--- src/rtl/alu_shift_seq.sv ---
// Multi-cycle rotate/shift unit: moves up to STEP bit positions per RUN cycle.
// The unit reports the last bit moved out as carry and flags a zero result.
module alu_shift_seq #(
    parameter int WIDTH = 5,
    parameter int STEP  = 1
) (
    input  logic             clk,
    input  logic             rst_n,
    input  logic             start,
    input  logic [2:0]       op,
    input  logic [WIDTH-1:0] a,
    input  logic [WIDTH-1:0] b,
    output logic             busy,
    output logic             done,
    output logic [WIDTH-1:0] r,
    output logic             carry,
    output logic             zero
);

    localparam int CW = $clog2(WIDTH + 1);
    localparam logic [WIDTH-1:0] WIDTH_OP  = WIDTH'(WIDTH);
    localparam logic [CW-1:0]    WIDTH_CNT = CW'(WIDTH);
    localparam logic [CW-1:0]    STEP_CNT  = CW'(STEP);

    typedef enum logic [1:0] {IDLE, RUN, DONE} state_t;
    typedef enum logic [2:0] {
        OP_ROR = 3'b000,
        OP_ROL = 3'b001,
        OP_SHR = 3'b010,
        OP_SHL = 3'b011,
        OP_ASR = 3'b100
    } op_t;

    state_t             state, state_next;
    logic [2:0]         op_q;
    logic [CW-1:0]      remaining;
    logic [CW-1:0]      eff;
    logic [CW-1:0]      n;
    logic [CW-1:0]      n_minus1;
    logic [WIDTH-1:0]   b_mod;
    logic [WIDTH-1:0]   r_next;
    logic [2*WIDTH-1:0] dbl;
    logic               right_bit;
    logic               left_bit;
    logic               carry_next;
    logic               last_step;
    logic               accept;

    assign accept = start && (state != RUN);
    assign busy   = (state == RUN);
    assign done   = (state == DONE);
    assign zero   = (r == '0);

    // Effective amount: rotates wrap modulo WIDTH, shifts saturate at WIDTH.
    always_comb begin
        b_mod = b % WIDTH_OP;
        case (op)
            OP_ROR, OP_ROL:         eff = CW'(b_mod);
            OP_SHR, OP_SHL, OP_ASR: eff = (b >= WIDTH_OP) ? WIDTH_CNT : CW'(b);
            default:                eff = '0;
        endcase
    end

    always_comb begin
        n         = (remaining > STEP_CNT) ? STEP_CNT : remaining;
        n_minus1  = n - CW'(1);
        last_step = (remaining <= STEP_CNT);
        dbl       = {r, r};
        right_bit = 1'b0;
        left_bit  = 1'b0;
        // Last bit out is r[n-1] for right moves and r[WIDTH-n] for left moves.
        for (int unsigned i = 0; i < WIDTH; i++) begin
            if (CW'(i) == n_minus1) begin
                right_bit = r[i];
                left_bit  = r[WIDTH-1-i];
            end
        end
        r_next     = r;
        carry_next = carry;
        case (op_q)
            OP_ROR: begin
                r_next     = WIDTH'(dbl >> n);
                carry_next = right_bit;
            end
            OP_ROL: begin
                r_next     = WIDTH'((dbl << n) >> WIDTH);
                carry_next = left_bit;
            end
            OP_SHR: begin
                r_next     = r >> n;
                carry_next = right_bit;
            end
            OP_SHL: begin
                r_next     = r << n;
                carry_next = left_bit;
            end
            OP_ASR: begin
                r_next     = $signed(r) >>> n;
                carry_next = right_bit;
            end
            default: begin
                r_next     = r;
                carry_next = carry;
            end
        endcase
        if (n == '0) begin
            carry_next = carry;
        end
    end

    always_comb begin
        state_next = state;
        case (state)
            IDLE:    if (start) state_next = RUN;
            RUN:     if (last_step) state_next = DONE;
            DONE:    state_next = start ? RUN : IDLE;
            default: state_next = IDLE;
        endcase
    end

    always_ff @(posedge clk or negedge rst_n) begin
        if (!rst_n) begin
            state <= IDLE;
        end else begin
            state <= state_next;
        end
    end

    always_ff @(posedge clk or negedge rst_n) begin
        if (!rst_n) begin
            r         <= '0;
            carry     <= 1'b0;
            op_q      <= '0;
            remaining <= '0;
        end else if (accept) begin
            r         <= a;
            carry     <= 1'b0;
            op_q      <= op;
            remaining <= eff;
        end else if (state == RUN) begin
            r         <= r_next;
            carry     <= carry_next;
            remaining <= remaining - n;
        end
    end

endmodule

--- config.mk ---
export PLATFORM = sky130hd
export DESIGN_NAME = alu_shift_seq
export DESIGN_NICKNAME = d
export VERILOG_FILES = /design/src/rtl/alu_shift_seq.sv
export SDC_FILE = /design/constraint.sdc
export NUM_CORES = 1
export LEC_CHECK = 0
export ABC_AREA = 1
export CAP_MARGIN = 25
export CORE_UTILIZATION = 50
export CTS_CLUSTER_DIAMETER = 40
export CTS_CLUSTER_SIZE = 16
export DETAILED_ROUTE_END_ITERATION = 10
export MAX_ROUTING_LAYER = met4
export PLACE_DENSITY = 0.91
export SYNTH_ARGS = -nofsm -noshare
export SYNTH_HDL_FRONTEND = slang
export SYNTH_SLANG_ARGS = --single-unit
--- constraint.sdc ---
create_clock -name clk -period 1.6 [get_ports clk]
set_input_delay 0.32 -clock clk [delete_from_list [all_inputs] [get_ports clk]]
set_output_delay 0.32 -clock clk [all_outputs]
set_load 0.005 [all_outputs]
# == Word level (Yosys, flattened, before mapping) ==
# Index checks and enable logic that the tools add are counted.
# word_totals
reg_bits,14
inputBits,16
out_inout_bits,9
word_cells,77
# op_classes
add_sub_neg,2
n_div,1
magnitude_cmp,3
n_eq_ne,18
n_shift,5
mux,26
n_reduce_logical,17
# ops
operator,count
$pmux W5 S5,1
$mux W1,14
$eq A3 B2 Y1 const B,4
$logic_not A3 Y1,4
$mux W3,4
$mux W5,2
$shl A10 B3 Y10,1
$shr A10 B3 Y5,1
$eq A2 B3 Y1 const A,2
$eq A3 B1 Y1 const B,2
$eq A3 B3 Y1 const B,2
$pmux W2 S3,1
$pmux W3 S2,1
$reduce_bool A6 Y1,1
$reduce_or A3 Y1,2
$ge A5 B3 Y1 const B,1
$logic_not A5 Y1,1
$mod A5 B3 Y5 const B,1
$shl A5 B3 Y5,1
$shr A5 B3 Y5,1
$sshr A5 B3 Y5,1
$mux W2,2
$ne A2 B1 Y1 const B,2
$ne A2 B2 Y1 const B,2
16 further kinds,18

# == Longest topological paths before layout ==
# Gate-level depths: netlist (run 1).
# depth
depth_word,13
mapped_depth,18
ltp_nobuf,18

# == Least setup slack after synthesis (run 1) ==
# Ideal clock, no wire load.
# synth_path
kind,input-to-reg
from,input b[2]
to,register remaining[0]
t_arrival_ns,1.545
setup_slack_ns,-0.062
cell_stages,16
path_cell_list,inv_2 -> nand2_1 -> nand4_2 -> nand2_2 -> nand2_2 -> nand2_1 -> inv_1 -> ha_1 -> nor2_1 -> nand3_2 -> nand2_2 -> nand3_1 -> nand3_1 -> nand2_1 -> nand2_1 -> nand2_1
# synth_between
elab_chain_cells,4
# synth_rtl
element,line,text
start: declaration,12,"input logic [WIDTH-1:0] b,"
"parallel branches: the longest is 2 deep, another holds $mod A5 B3 Y5",--,
$pmux W3 S2 (*),57,case (op)
$mux W3 (*),135,end else if (accept) begin
end signal: assignment,143,remaining <= remaining - n;
end: declaration,36,logic [CW-1:0] remaining;
# Every way passes the cells marked *.
# A chain may end at the register's enable or synchronous reset.

# == Final worst setup path (run 1) ==
# layout_path
from,register r[4]
to,output r[4]
# layout_rtl
element,line,text
start: declaration,15,"output logic [WIDTH-1:0] r,"
start signal: assignment,141,r <= r_next;
# No word-level cell between the ends.

==> metrics.yaml, run 1 <==
use_met1_pct: 34.7
worstMarginPinSlew_ps: 393
synth_top_area_cell: "dfrtp_1"
wl_mm: 3.44
critPathTopFamily: "buffers and inverters"
reg2reg_setup_slack_ps: 90
cts_tree: "done"
fin_crit_sh_pct: 97.5
cts_root_buffer: "clkbuf_4"
yosys.area_share.adder_pct: 3.20
routed_via_density: 5.45
final_nets: 257
wl_per_cell_um: 13.0
numCtsBuffers: 3
crit_end: "r[4]"
drive_gt1_share_pct: 31.8
grtUsageTotal_pct: 28.2
synth_ff_type: "dfrtp_1"
cp_slowest_stage_delay_ps: 530
crit_path_max_fanout: 5
synthCells: 178
grt_first_pass_wirelength_mm: 5.36
dieArea_um2: 2540
drv_cap: 0
seq_area_frac_synth_pct: 29.9
synthMuxAreaShare_pct: 0
fin_hold_ws_ps: 333
setup_viol: 0
grt_pass1_vias: 1285
startpoint_type: "flop"
n_antenna_cell: 0
finalMaxSlewViolations: 0
syn2layout_area_growth_pct: 56.7
min_path_type: "in -> async"
required_ps: 1280
synth_edf_count: 0
path_buf_inv: 1
cp.arrival_ps: 1240
final-instance-count-excl-fill: 264
dp_hpwl_mm: 2.60
netlist_top_cells_count: "nand2_1 (48), inv_1 (23), nor2_1 (18)"
synth-xor-area-share_pct: 0.747
synthMostInstantiatedCell: "nand2_1"
boundaryPins: 25
r2r-end: "r[2]"
synthDistinctLibCells: 30
vdd_drop_max_v: 0.00141
p_per_area_nw_per_um2: 1540
drtAntennaViolNets: 0
initial_core_util_pct: 53.0
synth_top_family_by_area: "simple AND/OR/NAND/NOR gates"
grt.overflow.total: 0
dp_cells: 257
row_count: 17
grt.met2_usage_pct: 50.0
fin_setup_tns_ps: 0
htree_levels: 1
final_hold_viol_count: 0
via_count: 1438
drt_first_pass_iters: 4
r2r-start: "state[0]"
post-place-ws_ps: -832
place.gp.congestion: 0.875
synth_seq_cells: 14
cp_cell_sequence: "clkdlybuf4s50_1"
avgSynthCellArea_um2: 6.59
finalClockSkew_ps: 10.9
synth_compound_area_share_pct: 20.9
critPathCaptureType: "output pin"
busiest_layer: "met2"
final_util_pct: 83.0
use_met3_pct: 3.64
slew_headroom_pct: 73.8
yosys.area_share.simple_pct: 35.2
first_iter_violations: 68
die_y_um: 50.4
netlist_area_um2: 1170
insertion_delay_ps: 290
cellLeakagePower_nw: 0.937
async_reset_ff_share_pct: 100
crit_slowest_cell: "clkdlybuf4s50_1"
coreArea_um2: 2210
rsz0062_at_grt: "yes"
io_buffer_count: 24
synthTopCellsByArea: "dfrtp_1 (30%), nand2_1 (15%), inv_1 (7.4%)"
fmax_mhz: 641
rr_worst_depth: 9
grt_max_degree: 15
ys_warn_count: 0
cts_sinks: 14
clockBufferDepth: 2
clkSlewWorstSetupHoldPaths_ps: 90
outcome: "complete, no violations"
critPathLaunch: "r[4]"
syn_nets: 197
period_needed_ps: 1560
finalWorstSetupSlack_ps: 40.7
worstSetupPathType: "reg -> out"
die_w_um: 50.4
grt_antenna_before_repair: 0
synth_top_area_share_pct: 29.9
cp.depth: 1
drcViolationCount: 0
-- logic make-up (layout without fill, tap and decap cells) --
| group | after synthesis | after routing |
|---|---|---|
| AO/OA/AOI/OAI | 36 | 36 |
| XOR/XNOR | 1 | 1 |
| adder cells (fa/ha/maj) | 3 | 3 |
| buffers and inverters | 31 | 89 |
| flip-flops | 14 | 14 |
| AND/OR/NAND/NOR | 93 | 93 |
-- cell usage in the layout, fill, tap and decap left out, types with 2 or more instances in the layout --
cell type        netlist  layout
a21oi_1                8       8
a32oi_1                3       3
buf_4                  0      32
buf_6                  0       2
clkbuf_4               0       3
clkdlybuf4s50_1        0      16
dfrtp_1               14      14
dlygate4sd2_1          0       2
ha_1                   3       2
inv_1                 23      19
inv_2                  6       7
inv_6                  0       2
nand2_1               48      44
nand2_2                7       6
nand2_4                0       5
nand3_1               13      10
nand3_2                2       5
nor2_1                18      16
o211ai_1               2       2
o21ai_0               12      11
o21ai_1                2       3
-- power by group --
group | total (mW) | internal, mW | switching, mW
registers | 0.707 | 0.538 | 0.169
clock network | 0.202 | 0.0874 | 0.114
logic | 1.91 | 0.898 | 1.01
-- layout make-up --
type / instances / area, µm²
timing repair buffer: 57 / 509
multi-input combinational: 133 / 798
fill: 135 / 375
clock buffer: 3 / 22.5
tap: 28 / 35.0
inverter: 29 / 121
sequential: 14 / 350
-- sequential cells by signal, indices dropped and copies added (netlist names) --
| register | flops |
|---|---|
| r | 5 |
| remaining | 3 |
| carry | 1 |
| op_q | 3 |
| state | 2 |
-- repair_timing --
item	4_1_cts	5_1_grt
setup endpoints to repair	6	8
hold buffers	0	0
hold endpoints to repair	0	0
gates resized for setup	25	30
buffers inserted	1	3
pin swaps	1	17
-- worst min-delay path by stage --
stage / start / endpoint / slack, ps
floorplan: rst_n / carry / 20
global placement: remaining[0] / remaining[0] / 470
detailed placement: remaining[0] / remaining[0] / 480
CTS: rst_n / r[3] / 350
global route: rst_n / r[3] / 360
finish: rst_n / r[3] / 330
-- through the flow --
step	power [mW]	cell area (µm²)
6_report	2.82	1840
5_1_grt	3.04	1840
4_1_cts	2.68	1720
3_5_place_dp	2.47	1690
3_3_place_gp	2.39	1690
2_1_floorplan	1.71	1200
-- metal layers --
metal	wire length (µm)	up-vias
li1	-	702
met3	157	10
met1	1510	671
met5	0	-
met4	59	0
met2	1710	55
(Power assumes the default switching activity.)
==> inputs of run 2 (changes only) <==
--- a/config.mk
+++ b/config.mk
@@ -11,8 +11,9 @@
 export CTS_CLUSTER_DIAMETER = 40
 export CTS_CLUSTER_SIZE = 16
 export DETAILED_ROUTE_END_ITERATION = 10
+export GPL_TIMING_DRIVEN = 0
 export MAX_ROUTING_LAYER = met4
-export PLACE_DENSITY = 0.91
+export PLACE_DENSITY = 0.88
 export SYNTH_ARGS = -nofsm -noshare
 export SYNTH_HDL_FRONTEND = slang
 export SYNTH_SLANG_ARGS = --single-unit
==> metrics.yaml, run 2 (synthesis results as in run 1) <==
fillCellCount: 185
die_w_um: 50.4
first_iter_violations: 34
clkSlewWorstSetupHoldPaths_ps: 90
coreArea_um2: 2210
insertion_delay_ps: 290
outcome: "finished with violations"
io_buffer_count: 24
die_y_um: 50.4
cp.arrival_ps: 1790
cts_sinks: 14
cellLeakagePower_nw: 0.823
clockBufferDepth: 2
finalMaxSlewViolations: 0
wl_per_cell_um: 12.5
grt_max_degree: 15
period_needed_ps: 1610
startpoint_type: "input pin"
rsz0062_at_grt: "yes"
dp_hpwl_mm: 2.15
hold_buffers: 0
largest_reg_flops: 5
drv_cap: 0
setup_viol: 1
drcViolationCount: 0
crit_path_max_fanout: 5
grt_pass1_vias: 1165
slew_headroom_pct: 56.1
row_count: 17
finalWorstSetupSlack_ps: -10.3
grt.overflow.total: 0
routed_via_density: 5.40
htree_levels: 1
wl_mm: 3.02
fin_hold_ws_ps: 427
multi_input_area_um2: 793
final-instance-count-excl-fill: 241
post-place-ws_ps: -879
via_count: 1302
drt_first_pass_iters: 6
critPathCaptureType: "flop"
numCtsBuffers: 3
violations: "negative setup slack"
drive_gt1_share_pct: 25.8
worstMarginPinSlew_ps: 657
vdd_drop_max_v: 0.00116
p_per_area_nw_per_um2: 1580
n_antenna_cell: 0
required_ps: 1780
regMostFlops: "r"
dp_cells: 230
worstSetupPathType: "in -> reg"
top_regs: "r: 5 flops, op_q: 3 flops, remaining: 3 flops"
grtUsageTotal_pct: 25.1
fmax_mhz: 621
place.gp.congestion: 0.926
register_area_um2: 353
grt_antenna_before_repair: 0
final_hold_viol_count: 0
boundaryPins: 25
final_nets: 234
syn2layout_area_growth_pct: 38.7
grt_first_pass_wirelength_mm: 4.75
final_common_cell: "nand2_1"
finalClockSkew_ps: 6.60
fin_crit_sh_pct: 101
min_path_type: "in -> async"
cts_tree: "done"
initial_core_util_pct: 53.0
dieArea_um2: 2540
drtAntennaViolNets: 0
cts_root_buffer: "clkbuf_4"
mostFrequentLayoutCells: "nand2_1 (43), inv_1 (19), nor2_1 (16), clkdlybuf4s50_1 (16)"
total_power_mw: 2.58
-- run 2: critical path, stage by stage --
cell and delay [ps]:
buf_6 110, inv_4 70, nand3_1 110, nand2_2 90
inv_2 50, nand2_4 70, nand2_4 50, nand2_2 50
inv_2 40, ha_2 170, nor2_2 110, nand3_2 110
nand2_4 90, nand3_1 90, nand3_2 90, nand2_1 60
nand2_1 60, nand2_1 50
-- run 2: final cells by class --
type | count | share of cell area [%]
Buffer | 2 | 0.769
Clock buffer | 3 | 1.38
Inverter | 29 | 7.15
Multi-Input combinational cell | 133 | 48.8
Sequential cell | 14 | 21.7
Tap cell | 28 | 2.15
Timing Repair Buffer | 32 | 18.1
-- run 2: stage by stage --
step | instance area (µm²) | util, % | setup TNS [ps]
finish | 1630 | 73.5 | -10.3
global route | 1630 | 73.5 | -214
CTS | 1530 | 69.3 | 0
detailed placement | 1480 | 66.7 | -3360
global placement | 1480 | 66.7 | -2970
floorplan | 1200 | - | 0
-- run 2: path summary, 6_finish.rpt --
path | from | to | slack [ps] | cells after the start
hold reg to reg | remaining[0] | remaining[0] | 480 | 2
max in group asynchronous | rst_n | r[4] | 710 | 1
min in group clk | remaining[0] | remaining[0] | 480 | 2
hold / removal | rst_n | r[0] | 430 | 1
setup / recovery | b[4] | remaining[2] | -10 | 18
setup reg to reg | state[1] | r[0] | 120 | 9
-- run 2: repair_timing --
item                                    CTS  global route
endpoints found under the setup margin    6            11
buffers inserted                          5             3
resized for setup                        30            28
pin swaps                                 6            11
gates cloned                              0             0
hold endpoints to repair                  0             0
-- run 2: routing by layer --
metal / vias up / wire length [µm] / GRT usage [%]
met5: - / 0 / -
met4: 0 / 55 / 8.80
met3: 6 / 140 / 3.94
met2: 55 / 1470 / 42.2
met1: 584 / 1350 / 30.4
li1: 657 / - / -
-- run 2: power breakdown --
group,switching (mW),internal [mW],leakage [nW]
combinational,0.918,0.725,0.642
clock,0.119,0.0875,0.0138
sequential,0.183,0.543,0.167
==> inputs of run 3 (changes only) <==
--- a/config.mk
+++ b/config.mk
@@ -7,13 +7,16 @@
 export LEC_CHECK = 0
 export ABC_AREA = 1
 export CAP_MARGIN = 25
+export CORE_MARGIN = 4
 export CORE_UTILIZATION = 50
 export CTS_CLUSTER_DIAMETER = 40
 export CTS_CLUSTER_SIZE = 16
 export DETAILED_ROUTE_END_ITERATION = 10
 export GPL_TIMING_DRIVEN = 0
+export HOLD_SLACK_MARGIN = 0.02
 export MAX_ROUTING_LAYER = met4
 export PLACE_DENSITY = 0.88
 export SYNTH_ARGS = -nofsm -noshare
 export SYNTH_HDL_FRONTEND = slang
 export SYNTH_SLANG_ARGS = --single-unit
+export TNS_END_PERCENT = 50
==> metrics.yaml, run 3 (synthesis results as in run 1) <==
syn2layout_area_growth_pct: 43.0
rsz0062_at_grt: "yes"
coreArea_um2: 2210
sequentialPowerShare_pct: 27.7
insertion_delay_ps: 280
worstSetupPathType: "in -> reg"
dieArea_um2: 3180
grt.overflow.total: 0
p_per_area_nw_per_um2: 1570
cp.arrival_ps: 1800
die_y_um: 56.4
row_count: 17
die_w_um: 56.4
grt_first_pass_wirelength_mm: 5.40
final_common_cell: "nand2_1"
r2r-end: "remaining[2]"
drcViolationCount: 0
final_nets: 234
drtAntennaViolNets: 0
critPathLaunch: "b[4]"
slew_headroom_pct: 57.7
power_switching_mw: 1.28
drive_gt1_share_pct: 29.6
top_regs: "r: 5 flops, op_q: 3 flops, remaining: 3 flops"
via_count: 1363
regMostFlops: "r"
io_buffer_count: 24
boundaryPins: 25
register_area_um2: 353
grt_pass1_vias: 1241
cts_root_buffer: "clkbuf_4"
finalWorstSetupSlack_ps: 23.5
multi_input_area_um2: 828
cts_sinks: 14
switching_share_pct: 48.6
fmax_mhz: 634
vdd_drop_max_v: 0.000968
r2r-start: "remaining[1]"
finalMaxSlewViolations: 0
fillCellCount: 185
wl_mm: 3.50
fin_hold_ws_ps: 423
p_clk_share_pct: 7.8
wl_per_cell_um: 14.5
critPathCaptureType: "flop"
clockBufferDepth: 2
numCtsBuffers: 3
drv_cap: 0
cellLeakagePower_nw: 0.829
n_antenna_cell: 0
crit_end: "remaining[1]"
power.internal_mw: 1.35
place.gp.congestion: 0.956
post-place-ws_ps: -929
reg2reg_setup_slack_ps: 90
startpoint_type: "input pin"
first_iter_violations: 51
grtUsageTotal_pct: 21.2
dp_hpwl_mm: 2.34
worstMarginPinSlew_ps: 632
total_power_mw: 2.63
final_hold_viol_count: 0
outcome: "complete, no violations"
min_path_type: "in -> async"
drt_first_pass_iters: 4
largest_reg_flops: 5
hold_buffers: 0
rr_worst_depth: 9
grt_max_degree: 15
crit_path_max_fanout: 5
initial_core_util_pct: 53.0
period_needed_ps: 1580
clkSlewWorstSetupHoldPaths_ps: 90
finalClockSkew_ps: 2.45
routed_via_density: 5.66
cts_tree: "done"
grt_antenna_before_repair: 0
comb_power_share_pct: 64.5
setup_viol: 0
fin_crit_sh_pct: 98.5
mostFrequentLayoutCells: "nand2_1 (38), inv_1 (18), clkdlybuf4s50_1 (16)"
htree_levels: 1
required_ps: 1830
-- run 3: cell count changes in the layout (fill, tap and decap cells not counted), sizes merged --
cell    change
buf         -1
clkbuf      +1
-- run 3: worst min-delay path by stage --
stage,start,to,cells past startpoint
final,rst_n,r[3],1
after global routing,rst_n,carry,1
after CTS,rst_n,r[3],1
after detailed placement,remaining[0],remaining[0],2
after global placement,carry,carry,2
after floorplan,rst_n,carry,0
-- run 3: power groups by stage --
stage               registers [mW]  logic [mW]  clock network (mW)
finish                       0.728        1.70               0.205
global placement             0.695        1.48                   0
global route                 0.747        1.89               0.228
floorplan                    0.678        1.03                   0
detailed placement           0.705        1.52                   0
CTS                          0.702        1.54               0.209
-- run 3: through the flow --
stage               setup TNS, ps  std cells  cell area [µm²]  utilization (%)
detailed placement          -3570        230             1480             66.7
CTS                             0        236             1530             69.2
global placement            -3050        230             1480             66.7
finish                          0        241             1680             75.8
floorplan                       0        178             1200                -
global route                 -134        241             1680             75.8
-- run 3: critical path: stages --
cell and delay, ps:
buf_12 110, inv_6 50, nand3_1 70, nand2_1 90, inv_2 70, nand2_4 80, nand2_4 50, nand2_2 50
inv_2 50, ha_4 160, nor2_4 70, nand3_2 100, nand2_4 100, nand2_4 70, nand2_2 70, nand3_2 90
nand2_2 90, nand2_2 50, nand2_2 60
-- run 3: layout make-up --
class	instances	area share, %
flip-flops and latches	14	21.0
plain buffers	2	0.597
inverters	29	7.09
multi-input cells	133	49.4
clock buffers	3	1.34
repair buffers	32	18.4
well taps	28	2.09
-- run 3: what timing repair did --
action	in CTS	in global routing
setup endpoints to repair	7	10
gates resized for setup	34	37
buffers inserted	3	5
pin swaps	8	16
-- run 3: routing by layer --
metal,part of all wire [%],routed length (µm),track usage [%],vias to the layer above
met5,0,0,-,-
met4,1.9,68,7.80,0
met3,6.6,230,3.91,10
met2,52,1830,35.0,68
met1,39,1370,25.6,633
li1,-,-,-,652
